## src/rtl/xor_share_sched.sv

```systemverilog
// Round-robin scheduler that time-shares one external 1-bit XOR gate, streaming operands LSB-first.
// Optional macro XOR_SELFCHECK_EN adds a sticky err flag comparing the gate output against a local XOR.
//
// state  | meaning
// IDLE   | no owner; arbitrate among pending requests
// SHIFT  | stream one operand bit pair per cycle through the gate
// DONE   | one-cycle result-valid pulse to the owner
module xor_share_sched #(
    parameter int NREQ  = 4,
    parameter int WIDTH = 8
) (
    input  logic                  clk,
    input  logic                  rst_n,
    input  logic [NREQ-1:0]       req,
    input  logic [NREQ*WIDTH-1:0] a_bus,
    input  logic [NREQ*WIDTH-1:0] b_bus,
    output logic                  xor_a,
    output logic                  xor_b,
    input  logic                  xor_out,
    output logic [NREQ-1:0]       grant,
    output logic                  busy,
    output logic [NREQ-1:0]       done,
    output logic [WIDTH-1:0]      result,
    output logic                  err
);

    localparam int PW = (NREQ > 1) ? $clog2(NREQ) : 1;
    localparam int CW = (WIDTH > 1) ? $clog2(WIDTH) : 1;

    localparam logic [1:0] ST_IDLE  = 2'd0;
    localparam logic [1:0] ST_SHIFT = 2'd1;
    localparam logic [1:0] ST_DONE  = 2'd2;

    logic [1:0]       state_q, state_d;
    logic [PW-1:0]    ptr_q, ptr_d;
    logic [PW-1:0]    owner_q, owner_d;
    logic [NREQ-1:0]  grant_q, grant_d;
    logic [WIDTH-1:0] sa_q, sa_d;
    logic [WIDTH-1:0] sb_q, sb_d;
    logic [WIDTH-1:0] result_q, result_d;
    logic [CW-1:0]    cnt_q, cnt_d;

    logic             sel_found;
    logic [PW-1:0]    sel_idx;
    logic [WIDTH-1:0] a_sel;
    logic [WIDTH-1:0] b_sel;

    // Scan from the entry after the last owner, wrapping, so the last owner gets lowest priority.
    always_comb begin : arb
        int scan_idx;
        scan_idx  = 0;
        sel_found = 1'b0;
        sel_idx   = '0;
        for (int i = 1; i <= NREQ; i++) begin
            scan_idx = int'(ptr_q) + i;
            if (scan_idx >= NREQ) begin
                scan_idx = scan_idx - NREQ;
            end
            if (!sel_found && req[scan_idx]) begin
                sel_found = 1'b1;
                sel_idx   = PW'(scan_idx);
            end
        end
    end

    assign a_sel = a_bus[sel_idx*WIDTH +: WIDTH];
    assign b_sel = b_bus[sel_idx*WIDTH +: WIDTH];

    always_comb begin
        state_d  = state_q;
        ptr_d    = ptr_q;
        owner_d  = owner_q;
        grant_d  = grant_q;
        sa_d     = sa_q;
        sb_d     = sb_q;
        result_d = result_q;
        cnt_d    = cnt_q;
        case (state_q)
            ST_IDLE: begin
                if (sel_found) begin
                    grant_d = NREQ'(1) << sel_idx;
                    owner_d = sel_idx;
                    sa_d    = a_sel;
                    sb_d    = b_sel;
                    cnt_d   = '0;
                    state_d = ST_SHIFT;
                end
            end
            ST_SHIFT: begin
                if (!req[owner_q]) begin
                    // Owner withdrew: release without a done pulse, result stays partial.
                    state_d = ST_IDLE;
                    grant_d = '0;
                    ptr_d   = owner_q;
                end else begin
                    result_d = {xor_out, result_q[WIDTH-1:1]};
                    sa_d     = sa_q >> 1;
                    sb_d     = sb_q >> 1;
                    cnt_d    = cnt_q + 1'b1;
                    if (cnt_q == CW'(WIDTH-1)) begin
                        state_d = ST_DONE;
                    end
                end
            end
            ST_DONE: begin
                state_d = ST_IDLE;
                grant_d = '0;
                ptr_d   = owner_q;
            end
            default: begin
                state_d = ST_IDLE;
                grant_d = '0;
            end
        endcase
    end

    always_ff @(posedge clk or negedge rst_n) begin
        if (!rst_n) begin
            state_q  <= ST_IDLE;
            ptr_q    <= PW'(NREQ-1);
            owner_q  <= '0;
            grant_q  <= '0;
            sa_q     <= '0;
            sb_q     <= '0;
            result_q <= '0;
            cnt_q    <= '0;
        end else begin
            state_q  <= state_d;
            ptr_q    <= ptr_d;
            owner_q  <= owner_d;
            grant_q  <= grant_d;
            sa_q     <= sa_d;
            sb_q     <= sb_d;
            result_q <= result_d;
            cnt_q    <= cnt_d;
        end
    end

    assign xor_a  = (state_q == ST_SHIFT) & sa_q[0];
    assign xor_b  = (state_q == ST_SHIFT) & sb_q[0];
    assign grant  = grant_q;
    assign busy   = (state_q != ST_IDLE);
    assign done   = (state_q == ST_DONE) ? grant_q : '0;
    assign result = result_q;

`ifdef XOR_SELFCHECK_EN
    logic err_q, err_d;

    always_comb begin
        err_d = err_q | ((state_q == ST_SHIFT) && (xor_out != (sa_q[0] ^ sb_q[0])));
    end

    always_ff @(posedge clk or negedge rst_n) begin
        if (!rst_n) begin
            err_q <= 1'b0;
        end else begin
            err_q <= err_d;
        end
    end

    assign err = err_q;
`else
    assign err = 1'b0;
`endif

endmodule

```

## config.mk

```make
export PLATFORM = sky130hd
export DESIGN_NAME = xor_share_sched
export DESIGN_NICKNAME = d
export VERILOG_FILES = /design/src/rtl/xor_share_sched.sv
export SDC_FILE = /design/constraint.sdc
export NUM_CORES = 1
export LEC_CHECK = 0
export ABC_AREA = 1
export BUFFER_PORTS_ARGS = -buffer_cell sky130_fd_sc_hd__buf_4
export CAP_MARGIN = 30
export CORE_UTILIZATION = 55
export DETAILED_ROUTE_END_ITERATION = 12
export PLACE_DENSITY = 0.86
export SYNTH_ARGS = -nofsm -noshare
export SYNTH_HDL_FRONTEND = slang
export SYNTH_SLANG_ARGS = --single-unit
```

## constraint.sdc

```tcl
create_clock -name clk -period 2.9 [get_ports clk]
set_input_delay 0.58 -clock clk [delete_from_list [all_inputs] [get_ports clk]]
set_output_delay 0.58 -clock clk [all_outputs]
set_load 0.02 [all_outputs]
```

Word level (Yosys, flattened, before mapping)
Cells that the tools add are included.
{ "word_totals": {"reg_bits": 37, "word_cells": 99, "in_bits": 71, "out_inout_bits": 20} }
{ "classes": {"mux": 45, "n_shift": 3, "n_bitwise": 2, "n_addsub": 9, "magnitude_cmp": 9, "reduce_logical": 16, "eq_ne": 7} }
{ "op_table": {"columns": ["operator", "n"], "rows": [
  ["32-bit by 4-bit < comparator with 1-bit output (second input constant)", 4],
  ["32-bit two-way mux", 4],
  ["32-bit by 6-bit indexed part select with 8-bit output", 2],
  ["8-bit two-way mux", 4],
  ["8-bit one-hot mux with 2 select lines", 2],
  ["2-bit two-way mux", 8],
  ["1-bit two-way mux", 13],
  ["4-bit two-way mux", 3],
  ["3-bit by 3-bit subtractor with 4-bit output (second input constant)", 3],
  ["1-bit binary-select mux with 2-bit select", 5],
  ["2-bit AND reduction", 5],
  ["3-bit >= comparator (second input constant)", 3],
  ["2-bit one-hot mux with 2 select lines", 2],
  ["4-bit one-hot mux with 2 select lines", 1],
  ["2-bit by 2-bit adder with 3-bit output (second input constant)", 2],
  ["3-bit two-way mux", 2],
  ["2-bit != test (second input constant)", 3],
  ["3-bit one-hot mux with 2 select lines", 1],
  ["2-bit nonzero test", 3],
  ["4-bit by 3-bit subtractor with 5-bit output (second input constant)", 1],
  ["2-bit by 3-bit adder with 4-bit output (second input constant)", 1],
  ["4-bit by 3-bit >= comparator with 1-bit output (second input constant)", 1],
  ["1-bit by 2-bit << shifter with 4-bit output (first input constant)", 1],
  ["2-bit by 1-bit adder with 3-bit output (second input constant)", 1],
  ["other kinds (11)", 16]
]} }

Longest topological paths before layout
Gate-level depths: netlist of run 1.
{ "logic_depth": {"word_depth": 19, "ltp_mapped": 18} }

Least setup slack after synthesis of run 1
OpenSTA, ideal clock, no wires.
{ "synth_timing": {"path_kind": "reg2reg", "from": "register ptr_q[0]", "to": "register sb_q[3]", "n_path_buf": 2, "synth_period_minus_slack_ns": 1.881, "setup_time_ns": 0.116, "t_arrival_ns": 1.765, "path_stages_with_launch": 16, "path_slack_ns": 1.019, "path_cell_list": "dfstp_2 > buf_6 > inv_6 > nand2_1 > nand2_2 > nand2_2 > nand2_4 > nor2_4 > nand3_2 > nand2_2 > inv_2 > nor2_4 > buf_4 > nor2_1 > nand2_1 > nand2_1"} }
{ "synth_via": {"elab_chain_cells": 19} }
{ "synth_rtl": {"columns": ["item", "line", "source"], "rows": [
  ["start: declaration", "35", "logic [PW-1:0] ptr_q, ptr_d;"],
  ["start signal: assignment", "120", "ptr_q <= PW'(NREQ-1);"],
  ["start signal: assignment", "129", "ptr_q <= ptr_d;"],
  ["2-bit by 1-bit adder with 3-bit output", "55", "scan_idx = int'(ptr_q) + i;"],
  ["3-bit by 3-bit subtractor with 4-bit output / 3-bit >= comparator (equally long branches)", "57, 56", null],
  ["32-bit two-way mux", "56", "if (scan_idx >= NREQ) begin"],
  ["1-bit binary-select mux with 2-bit select", "59", "if (!sel_found && req[scan_idx]) begin"],
  ["1-bit two-way mux (not written as such) (2 in series)", "59", null],
  ["1-bit two-way mux", "59", null],
  ["1-bit logical NOT", "59", null],
  ["1-bit logical AND", "59", null],
  ["[... 2 more ...]", null, null],
  ["1-bit logical AND", "59", null],
  ["1-bit two-way mux", "59", null],
  ["1-bit logical NOT", "59", null],
  ["1-bit logical AND", "59", null],
  ["2-bit two-way mux", "59", null],
  ["32-bit by 6-bit indexed part select with 8-bit output", "67", "assign b_sel = b_bus[sel_idx*WIDTH +: WIDTH];"],
  ["8-bit two-way mux", "80", "if (sel_found) begin"],
  ["8-bit one-hot mux with 2 select lines", "78", "case (state_q)"],
  ["end signal: assignment", "124", "sb_q <= '0;"],
  ["end signal: assignment", "133", "sb_q <= sb_d;"],
  ["end: declaration", "39", "logic [WIDTH-1:0] sb_q, sb_d;"]
]} }
Parallel ways exist; a longest one is shown, timed or not. The select of a mux whose other input is x is not followed.
A chain may end at the register's enable or synchronous reset.

Worst setup path in the final report of run 1
{ "layout_timing": {"from": "register ptr_q[1]", "to": "register sb_q[7]"} }
Same word-level chain as after synthesis.

==> reports/qor.csv, run 1 <==
stage,metric,value,unit
status,status,finished clean,
layout,nets,566,
yosys,synth_top_area_share,0.327,
routing,post_drt_wl_per_cell,12.1,um
routing,drtIter0Drc,175,
worst_setup_path,cp.required,3.08,ns
placed_design,placed_cells,540,
yosys,synth_simple_gate_area_share,0.497,
yosys,synth_fa_ha_area_frac,0.00935,
yosys,synth_common_cells,"209 x nand2_1, 50 x nand3_1, 39 x nor2_1, 35 x dfrtp_1, 16 x inv_1",
yosys,synth_top_family_by_area,simple AND/OR/NAND/NOR gates,
clock_network,cts_htree_levels,2,
sta,finClkSkew,0.00598,ns
worst_setup_path,end_kind,register,
yosys,synth_cell_types,30,
yosys,yosysTopAreaCell,dfrtp_1,
sta,worst_slack,0.401,ns
grt,grt_max_degree,38,
placed_design,portBuffers,89,
clock_network,cts_tree,done,
placed_design,globalplace.congestion,0.905,
sta,fmax,400,MHz
sta,hold_viol_final,0,
layout,fin_cells,548,
placed_design,place_area,0.00326,sq mm
sta,worst_slew_pin_slew,0.681,ns
routing,first_pass_iters,4,
sta,relSlewSlack,0.545,
yosys,yosysSeqAreaShare,0.347,
yosys,async_reset_ff_frac,1.00,
worst_setup_path,cp-start-kind,register,
worst_setup_path,crit_fanout,34,
sta,finalSetupViolations,0,
clock_network,post-cts-setup-buffer-count,0,
yosys,synth_xor_area_frac,0,
worst_setup_path,crit_type,register to register,
sta,slew_violations,0,
yosys,ys_warn_count,0,
grt,grt_pass1_vias,2559,
placed_design,post-dp-hpwl,4.94,mm
sta,fin_crit_sh,0.862,
clock_network,cts_num_sinks,37,
yosys,synth_fp_nets,488,
sta,period_minus_slack,2.50,ns
floorplanning,die_y,71.7,um
floorplanning,die_x,71.7,um
routing,routed_via_density,5.11,
yosys,yosysMostFrequentCell,nand2_1,
yosys,synth_compound_area_frac,0.0463,
grt,grt_pass1_wl,11.0,mm
yosys,postSynthAreaPerCell,6.45,sq um
run,drv_cap,0,
floorplanning,coreArea,0.00469,sq mm
placed_design,pre_cts_ws,0.429,ns
grt,grtUsageTotal,0.270,
yosys,synth.area.mux_share,0,
grt,antenna_found_initial,0,
routing,drcViolationCount,0,
power,max-vdd-ir-drop,0.000776,V
floorplanning,rows,25,
clock_network,clkLatencyLatePin,0.29,ns
floorplanning,start_util,0.570,
clock_network,cts_buffers,5,
routing,ant_nets,0,
sta,tns,0,ns
layout,n_fill_cell,387,
yosys,syn_inst,415,
yosys,ys_ff_latch,37,
power,p_leak,1.95,nW
clock_network,root_buffer,clkbuf_8,
layout,area_delta_synth_final,26.1,%
clock_network,clk_pin_slew,0.07,ns
routing,wl,6.61,mm
clock_network,hold_buffers,0,
power,power_density,1360,mW/mm^2
layout,stdcell_area,0.00337,sq mm
floorplanning,ios,91,
layout,diodes,0,
routing,vias,2802,
clock_network,post_cts_resized,0,
yosys,yosys-top-cells-area,"dfrtp_1 33%, nand2_1 29%, nand3_1 9.4%, nor2_1 5.5%, buf_6 3.8%",
sta,grt_setup_unrepaired,false,
yosys,ys.flop_type,dfrtp_1,
clock_network,cts_buffer_depth,2,
floorplanning,die_area,0.00515,sq mm
yosys,synth_edf_count,0,
grt,grt_overflow,0,
layout,layout-drive-gt1-share,0.253,
worst_setup_path,arrival,2.68,ns
yosys,syn_area,0.00268,sq mm
hold_path,hp-class,primary input to asynchronous set/reset pin,
-- cell type report --
| class | count | area, sq um | share of cell area |
|---|---|---|---|
| Inverter | 20 | 85.1 | 0.0252 |
| Sequential cell | 37 | 928 | 0.275 |
| Tap cell | 54 | 67.6 | 0.0200 |
| Clock inverter | 2 | 38.8 | 0.0115 |
| Multi-Input combinational cell | 336 | 1480 | 0.439 |
| Timing Repair Buffer | 93 | 698 | 0.207 |
| Clock buffer | 6 | 72.6 | 0.0215 |
-- flip-flops by register name, indices dropped and copies added, names as in the netlist --
register	flops
result	8
sa_q	8
sb_q	8
grant	4
cnt_q	3
owner_q	2
ptr_q	2
state_q	2
-- critical path: stages (launching register included) --
cell and delay (ns):
dfstp_2 0.67, inv_6 0.08, nand2_1 0.07, nand2_1 0.08, nand2_2 0.09, nand2_4 0.07
nor2_4 0.15, nand3_2 0.12, nand2_2 0.45, inv_1 0.23, nand2_1 0.11, nand2_1 0.06
nand2_1 0.06, nand2_1 0.05, nand2_1 0.05, nand2_1 0.04
-- power breakdown --
| part | internal, mW | total (mW) | switching (mW) |
|---|---|---|---|
| logic | 1.08 | 3.20 | 2.12 |
| clock network | 0.258 | 0.439 | 0.181 |
| registers | 0.774 | 0.946 | 0.172 |
-- cells in the final DEF, fill, tap and decap left out, drive strengths merged, types with 2 or more instances in the layout --
| cell | synthesis | final |
|---|---|---|
| o21ai | 9 | 9 |
| nand2 | 220 | 220 |
| inv | 20 | 20 |
| dfrtp | 35 | 35 |
| o22ai | 2 | 2 |
| ha | 2 | 2 |
| clkbuf | 3 | 6 |
| a21oi | 2 | 2 |
| nor2 | 43 | 43 |
| nand3 | 52 | 52 |
| dfstp | 2 | 2 |
| buf | 19 | 93 |
-- metrics by stage --
| step | hold slack [ns] | utilization | total power [mW] |
|---|---|---|---|
| CTS | 0.245 | 0.719 | 4.60 |
| finish | 0.235 | 0.719 | 4.58 |
| global placement | 0.463 | 0.695 | 4.05 |
| global route | 0.274 | 0.719 | 5.10 |
| detailed placement | 0.467 | 0.695 | 4.14 |
| floorplan | 0.284 | - | 3.66 |
-- final timing paths --
kind / start / endpoint / slack [ns] / cells after the start
worst min register to register: sa_q[4] / sa_q[4] / 0.49 / 2
min in group clk: sa_q[4] / sa_q[4] / 0.49 / 2
worst max-delay path: ptr_q[1] / sb_q[7] / 0.40 / 15
worst max register to register: ptr_q[1] / sb_q[7] / 0.40 / 15
max in group asynchronous: rst_n / ptr_q[1] / 2.32 / 1
worst min-delay path: rst_n / sb_q[4] / 0.23 / 1
-- kinds of logic (layout without fill, tap and decap cells) --
| kind of cell | after synthesis | in the layout |
|---|---|---|
| compound gates | 17 | 17 |
| other cells | 1 | 1 |
| simple gates | 316 | 316 |
| fa+ha+maj | 2 | 2 |
| flops | 37 | 37 |
| buf+inv | 42 | 121 |
-- per-layer routing --
| layer | up-vias | part of all wire | track usage |
|---|---|---|---|
| met5 | - | 0 | 0 |
| met4 | 0 | 0.016 | 0.0850 |
| met3 | 12 | 0.071 | 0.0450 |
| met2 | 93 | 0.47 | 0.448 |
| met1 | 1253 | 0.44 | 0.363 |
| li1 | 1444 | - | - |
(Power assumes the default switching activity.)
==> run 2, diff against run 1 <==
- CELL_PAD_IN_SITES_DETAIL_PLACEMENT: default -> 1
- CELL_PAD_IN_SITES_GLOBAL_PLACEMENT: default -> 1
- CORE_UTILIZATION: 55 -> 37
- PLACE_DENSITY: 0.86 -> default
- PLACE_DENSITY_LB_ADDON: default -> 0.12
- SLEW_MARGIN: default -> 5
==> run 2 against run 1 <==
  * Non-clock buffer count up 2
  * Fmax decreased by 1.1%
  * First-iteration DRC count fell by 11%
  * Cell count grew 8.0%
  * Largest power group unchanged
  * Highest routed layer unchanged
==> reports/qor.csv, run 2 (same netlist as run 1, synthesis figures left out) <==
stage,metric,value,unit,change
grt,grt_pass1_vias,2658,,+3.9%
routing,vias,2803,,+0.036%
floorplanning,die_y,87.0,um,+21%
layout,stdcell_area,0.00343,sq mm,+1.8%
layout,n_fill_cell,967,,+150%
worst_setup_path,startpoint,ptr_q[1],,
sta,holdWs,0.242,ns,+0.00674 ns
placed_design,post-dp-hpwl,6.13,mm,+24%
routing,wl,8.04,mm,+22%
clock_network,post-cts-setup-buffer-count,0,,unchanged
placed_design,place_area,0.00333,sq mm,+2.1%
layout,layout-drive-gt1-share,0.258,,+0.00503
layout,area_delta_synth_final,28.3,%,
sta,slew_violations,0,,unchanged
power,p_int,2.10,mW,-0.29%
sta,worst_slew_pin_slew,0.582,ns,-0.0996 ns
clock_network,cts_buffers,5,,unchanged
power,p_clk_frac,0.087,,-0.009
sta,period_minus_slack,2.53,ns,+0.0277 ns
clock_network,cts_buffer_depth,2,,unchanged
worst_setup_path,crit_fanout,32,,-5.9%
clock_network,post_cts_resized,0,,unchanged
placed_design,globalplace.congestion,0.795,,-12%
hold_path,hp-class,primary input to asynchronous set/reset pin,,
worst_setup_path,crit-reg2reg-launch,ptr_q[1],,
sta,fmax,396,MHz,-1.1%
layout,diodes,0,,unchanged
routing,ant_nets,0,,unchanged
layout,multi_input_area,0.00148,sq mm,unchanged
power,combPwrFrac,0.712,,+0.014
sta,tns,0,ns,unchanged
routing,routed_via_density,4.73,,-7.4%
worst_setup_path,crit_type,register to register,,
layout,layout_commonest_cell,nand2_1,,
routing,drcViolationCount,0,,unchanged
power,switchingPower,2.61,mW,+5.4%
sta,finClkSkew,0.00590,ns,-0.0000789 ns
worst_setup_path,arrival,2.71,ns,+0.03 ns
clock_network,hold_buffers,0,,unchanged
routing,first_pass_iters,4,,unchanged
placed_design,portBuffers,89,,unchanged
grt,grt_overflow,0,,unchanged
sta,finalSetupViolations,0,,unchanged
power,power_density,1370,mW/mm^2,+0.93%
layout,nets,568,,+0.35%
sta,hold_viol_final,0,,unchanged
floorplanning,die_area,0.00757,sq mm,+47%
layout,register_area,928,sq um,unchanged
grt,antenna_found_initial,0,,unchanged
routing,drtIter0Drc,156,,-11%
grt,grt_pass1_wl,13.3,mm,+21%
clock_network,cts_htree_levels,2,,unchanged
floorplanning,coreArea,0.00691,sq mm,+47%
layout,finalCoreUtilization,0.497,,-0.222
power,p_leak,1.95,nW,+0.46%
sta,fin_crit_sh,0.871,,+0.00955
grt,grt_max_degree,38,,unchanged
power,netSwitchingFraction,0.554,,+0.0137
floorplanning,rows,30,,+20%
sta,relSlewSlack,0.611,,+0.0661
power,seq_power_share,0.201,,-0.005
grt,grtUsageTotal,0.225,,-0.0449
power,max-vdd-ir-drop,0.000730,V,-5.9%
clock_network,clk_pin_slew,0.08,ns,about the same
floorplanning,ios,91,,unchanged
layout,final_cell_mix,"209 x nand2_1, 95 x buf_4, 50 x nand3_1",,
worst_setup_path,cp.required,3.08,ns,about the same
sta,grt_setup_unrepaired,false,,
clock_network,clkLatencyLatePin,0.29,ns,about the same
routing,post_drt_wl_per_cell,13.6,um,+13%
worst_setup_path,end_kind,register,,
clock_network,root_buffer,clkbuf_8,,
status,status,finished clean,,
run,drv_cap,0,,unchanged
clock_network,cts_num_sinks,37,,unchanged
clock_network,cts_tree,done,,
worst_setup_path,cp-start-kind,register,,
floorplanning,die_x,87.0,um,+21%
floorplanning,start_util,0.387,,-0.183
==> run 2: worst max-delay path, cell delays in order (launching register included) <==
cell and delay (ns):
dfstp_2 0.67, inv_6 0.07, nand2_1 0.06, nand2_1 0.07, nand2_2 0.09, nand2_4 0.07, nor2_4 0.15, nand3_2 0.12
nand2_2 0.46, inv_1 0.23, nand2_1 0.12, nand2_1 0.06, nand2_1 0.06, nand2_1 0.07, nand2_1 0.06, nand2_1 0.05
==> run 2: layout make-up <==
| class | count | share of cell area |
|---|---|---|
| Inverter | 20 | 0.0248 |
| Timing Repair Buffer | 95 | 0.208 |
| Tap cell | 96 | 0.0350 |
| Clock buffer | 7 | 0.0281 |
| Clock inverter | 1 | 0.00255 |
| Multi-Input combinational cell | 336 | 0.431 |
| Sequential cell | 37 | 0.270 |
==> run 2: power groups by stage <==
stage	logic, mW	clock network [mW]	registers, mW
after global placement	3.29	0	0.946
final	3.36	0.409	0.946
after global routing	3.84	0.447	0.978
after floorplan	2.70	0	0.960
after CTS	3.40	0.429	0.946
after detailed placement	3.38	0	0.955
==> run 2: worst paths after layout <==
kind | slack [ns] | depth (start not counted) | end
max in group asynchronous | 2.29 | 1 | ptr_q[1]
min reg2reg | 0.49 | 1 | cnt_q[0]
max | 0.37 | 15 | sb_q[7]
min in group clk | 0.49 | 1 | cnt_q[0]
min | 0.24 | 1 | result[6]
max reg2reg | 0.37 | 15 | sb_q[7]
==> run 2: metrics by stage <==
stage	power [mW]	cells	setup WS, ns
2_1_floorplan	3.66	415	1.02
3_3_place_gp	4.23	584	0.496
3_5_place_dp	4.33	584	0.377
4_1_cts	4.77	592	0.355
5_1_grt	5.26	592	0.111
6_report	4.71	592	0.373
==> run 2: layer usage <==
| layer | vias up | wire (um) | track usage |
|---|---|---|---|
| met5 | - | 0 | 0 |
| met1 | 1296 | 4060 | 0.328 |
| met2 | 54 | 3530 | 0.341 |
| met4 | 0 | 82 | 0.0621 |
| met3 | 6 | 366 | 0.0398 |
| li1 | 1447 | - | - |
==> run 3, diff against run 2 <==
- CORE_UTILIZATION: 37 -> 34
- PLACE_DENSITY: default -> 0.88
- PLACE_DENSITY_LB_ADDON: 0.12 -> default
- clock period: 2.9 -> 2.88 ns (I/O delays scaled with it)
==> run 3 against run 2 <==
  * Clock power shrank 1%
  * Sequential share of layout area is the same
  * Fmax shrank 2.1%
  * Cell count grew 0.51%
  * Clock skew shrank 0.0014 ns
  * Count of clock-buffer cells in the layout is the same
  * Highest routed layer unchanged
  * Non-clock buffer count is the same
  * Total power grew 0.73%
  * Sequential power grew 1%
  * Global-route usage shrank 2.1 points
==> reports/qor.csv, run 3 (same netlist as run 1, synthesis figures left out) <==
stage,metric,value,unit,change
status,status,finished clean,,
grt,antenna_found_initial,0,,unchanged
worst_setup_path,end_kind,register,,
clock_network,clkLatencyLatePin,0.29,ns,about the same
sta,worst_slack,0.298,ns,-0.0748 ns
worst_setup_path,reg2reg_to,sa_q[7],,
clock_network,cts_htree_levels,2,,unchanged
routing,routed_via_density,4.78,,+0.99%
worst_setup_path,cp.required,3.07,ns,about the same
clock_network,post-cts-setup-buffer-count,0,,unchanged
floorplanning,start_util,0.359,,-0.0281
clock_network,root_buffer,clkbuf_8,,
routing,vias,2845,,+1.5%
floorplanning,coreArea,0.00745,sq mm,+7.8%
sta,hold_viol_final,0,,unchanged
layout,final_cell_mix,"209 x nand2_1, 95 x buf_4, 50 x nand3_1",,
power,p_leak,1.95,nW,about the same
layout,area_delta_synth_final,28.3,%,unchanged
clock_network,post_cts_resized,0,,unchanged
worst_setup_path,cp_num_buf_inv,3,,+1
worst_setup_path,critPathMostFrequentCell,nand2_1,,
layout,fin_cells,595,,+0.51%
placed_design,globalplace.congestion,0.851,,+7.0%
worst_setup_path,path_delay_family,simple AND/OR/NAND/NOR gates,,
layout,diodes,0,,unchanged
clock_network,hold_buffers,0,,unchanged
sta,holdWs,0.235,ns,-0.00643 ns
layout,nets,568,,unchanged
routing,drcViolationCount,0,,unchanged
placed_design,post-dp-hpwl,6.30,mm,+2.8%
power,power_density,1380,mW/mm^2,+0.73%
floorplanning,die_area,0.00823,sq mm,+8.6%
grt,grt_max_degree,38,,unchanged
worst_setup_path,critPathSlowestCell,dfstp_2,,
clock_network,cts_num_sinks,37,,unchanged
sta,grt_setup_unrepaired,false,,
sta,finClkSkew,0.00450,ns,-0.00140 ns
grt,grt_overflow,0,,unchanged
worst_setup_path,crit_fanout,32,,unchanged
placed_design,placed_cells,587,,+0.51%
sta,fin_crit_sh,0.896,,+0.0251
worst_setup_path,crit_type,register to register,,
sta,finalSetupViolations,0,,unchanged
layout,layout-drive-gt1-share,0.258,,unchanged
placed_design,pre_cts_ws,0.365,ns,-0.0125 ns
power,max-vdd-ir-drop,0.000577,V,-21%
worst_setup_path,cpPeakStageDelay,0.65,ns,-0.02 ns
layout,layout_commonest_cell,nand2_1,,
run,drv_cap,0,,unchanged
placed_design,portBuffers,89,,unchanged
worst_setup_path,startpoint,ptr_q[0],,
worst_setup_path,reg2reg_slack,0.30,ns,-0.07 ns
worst_setup_path,crit-reg2reg-launch,ptr_q[0],,
sta,relSlewSlack,0.613,,+0.00179
hold_path,hp-class,primary input to asynchronous set/reset pin,,
sta,fmax,387,MHz,-2.1%
clock_network,cts_buffer_depth,2,,unchanged
worst_setup_path,cp-start-kind,register,,
grt,grtUsageTotal,0.204,,-0.0210
worst_setup_path,ff2ff_path_depth,15,,unchanged
sta,period_minus_slack,2.58,ns,+0.0548 ns
worst_setup_path,path_cells,inv_6 -> nand2_1 -> nand3_1 -> nand2_2 -> inv_1 -> nor2_4 -> nand3_2 -> nand2_2 -> inv_1 -> nand2_1 -> nand2_1 -> nand2_1 -> nand2_1 -> nand2_1 -> nand2_1,,
floorplanning,die_x,90.7,um,+4.2%
layout,n_fill_cell,1043,,+7.9%
grt,grt_pass1_wl,13.7,mm,+3.0%
grt,grt_pass1_vias,2857,,+7.5%
routing,ant_nets,0,,unchanged
worst_setup_path,arrival,2.77,ns,+0.06 ns
routing,first_pass_iters,4,,unchanged
clock_network,cts_buffers,5,,unchanged
power,p_total,4.75,mW,+0.73%
floorplanning,rows,31,,+3.3%
clock_network,clk_pin_slew,0.07,ns,about the same
routing,wl,8.23,mm,+2.4%
routing,post_drt_wl_per_cell,13.8,um,+1.8%
sta,worst_slew_pin_slew,0.579,ns,-0.00268 ns
clock_network,cts_tree,done,,
sta,slew_violations,0,,unchanged
floorplanning,ios,91,,unchanged
routing,drtIter0Drc,127,,-19%
sta,tns,0,ns,unchanged
floorplanning,die_y,90.7,um,+4.2%
run 3: layout make-up:
type | instances | area, sq um | area share
inverter | 20 | 85.1 | 0.0248
tap | 99 | 124 | 0.0361
sequential | 37 | 928 | 0.270
timing repair buffer | 95 | 713 | 0.208
multi-input combinational | 336 | 1480 | 0.431
clock buffer | 7 | 96.3 | 0.0281
clock inverter | 1 | 5.00 | 0.00146
run 3: per-layer routing:
layer / global-route usage / share of wire / up-vias
met5: 0 / 0 / -
met4: 0.0524 / 0.011 / 0
met3: 0.0320 / 0.039 / 7
met2: 0.350 / 0.49 / 54
met1: 0.266 / 0.46 / 1335
li1: - / - / 1449
run 3: worst max path at each step:
stage / end / slack, ns / depth (start not counted)
after floorplan: sb_q[3] / 1.0 / 15
after global placement: sb_q[7] / 0.52 / 15
after detailed placement: sa_q[7] / 0.36 / 17
after CTS: sa_q[7] / 0.27 / 17
after global routing: sa_q[7] / 0.05 / 15
final: sa_q[7] / 0.30 / 15
run 3: where the power goes:
part | internal, mW | total, mW | leakage (nW) | switching, mW
clock network | 0.216 | 0.405 | 0.0542 | 0.189
registers | 0.780 | 0.956 | 0.465 | 0.177
logic | 1.12 | 3.38 | 1.43 | 2.27
total | 2.11 | 4.75 | 1.95 | 2.63
run 3: stage by stage:
| stage | utilization | cell area, sq um |
|---|---|---|
| finish | 0.461 | 3430 |
| global route | 0.461 | 3430 |
| CTS | 0.461 | 3430 |
| detailed placement | 0.447 | 3330 |
| global placement | 0.447 | 3330 |
| floorplan | - | 2680 |
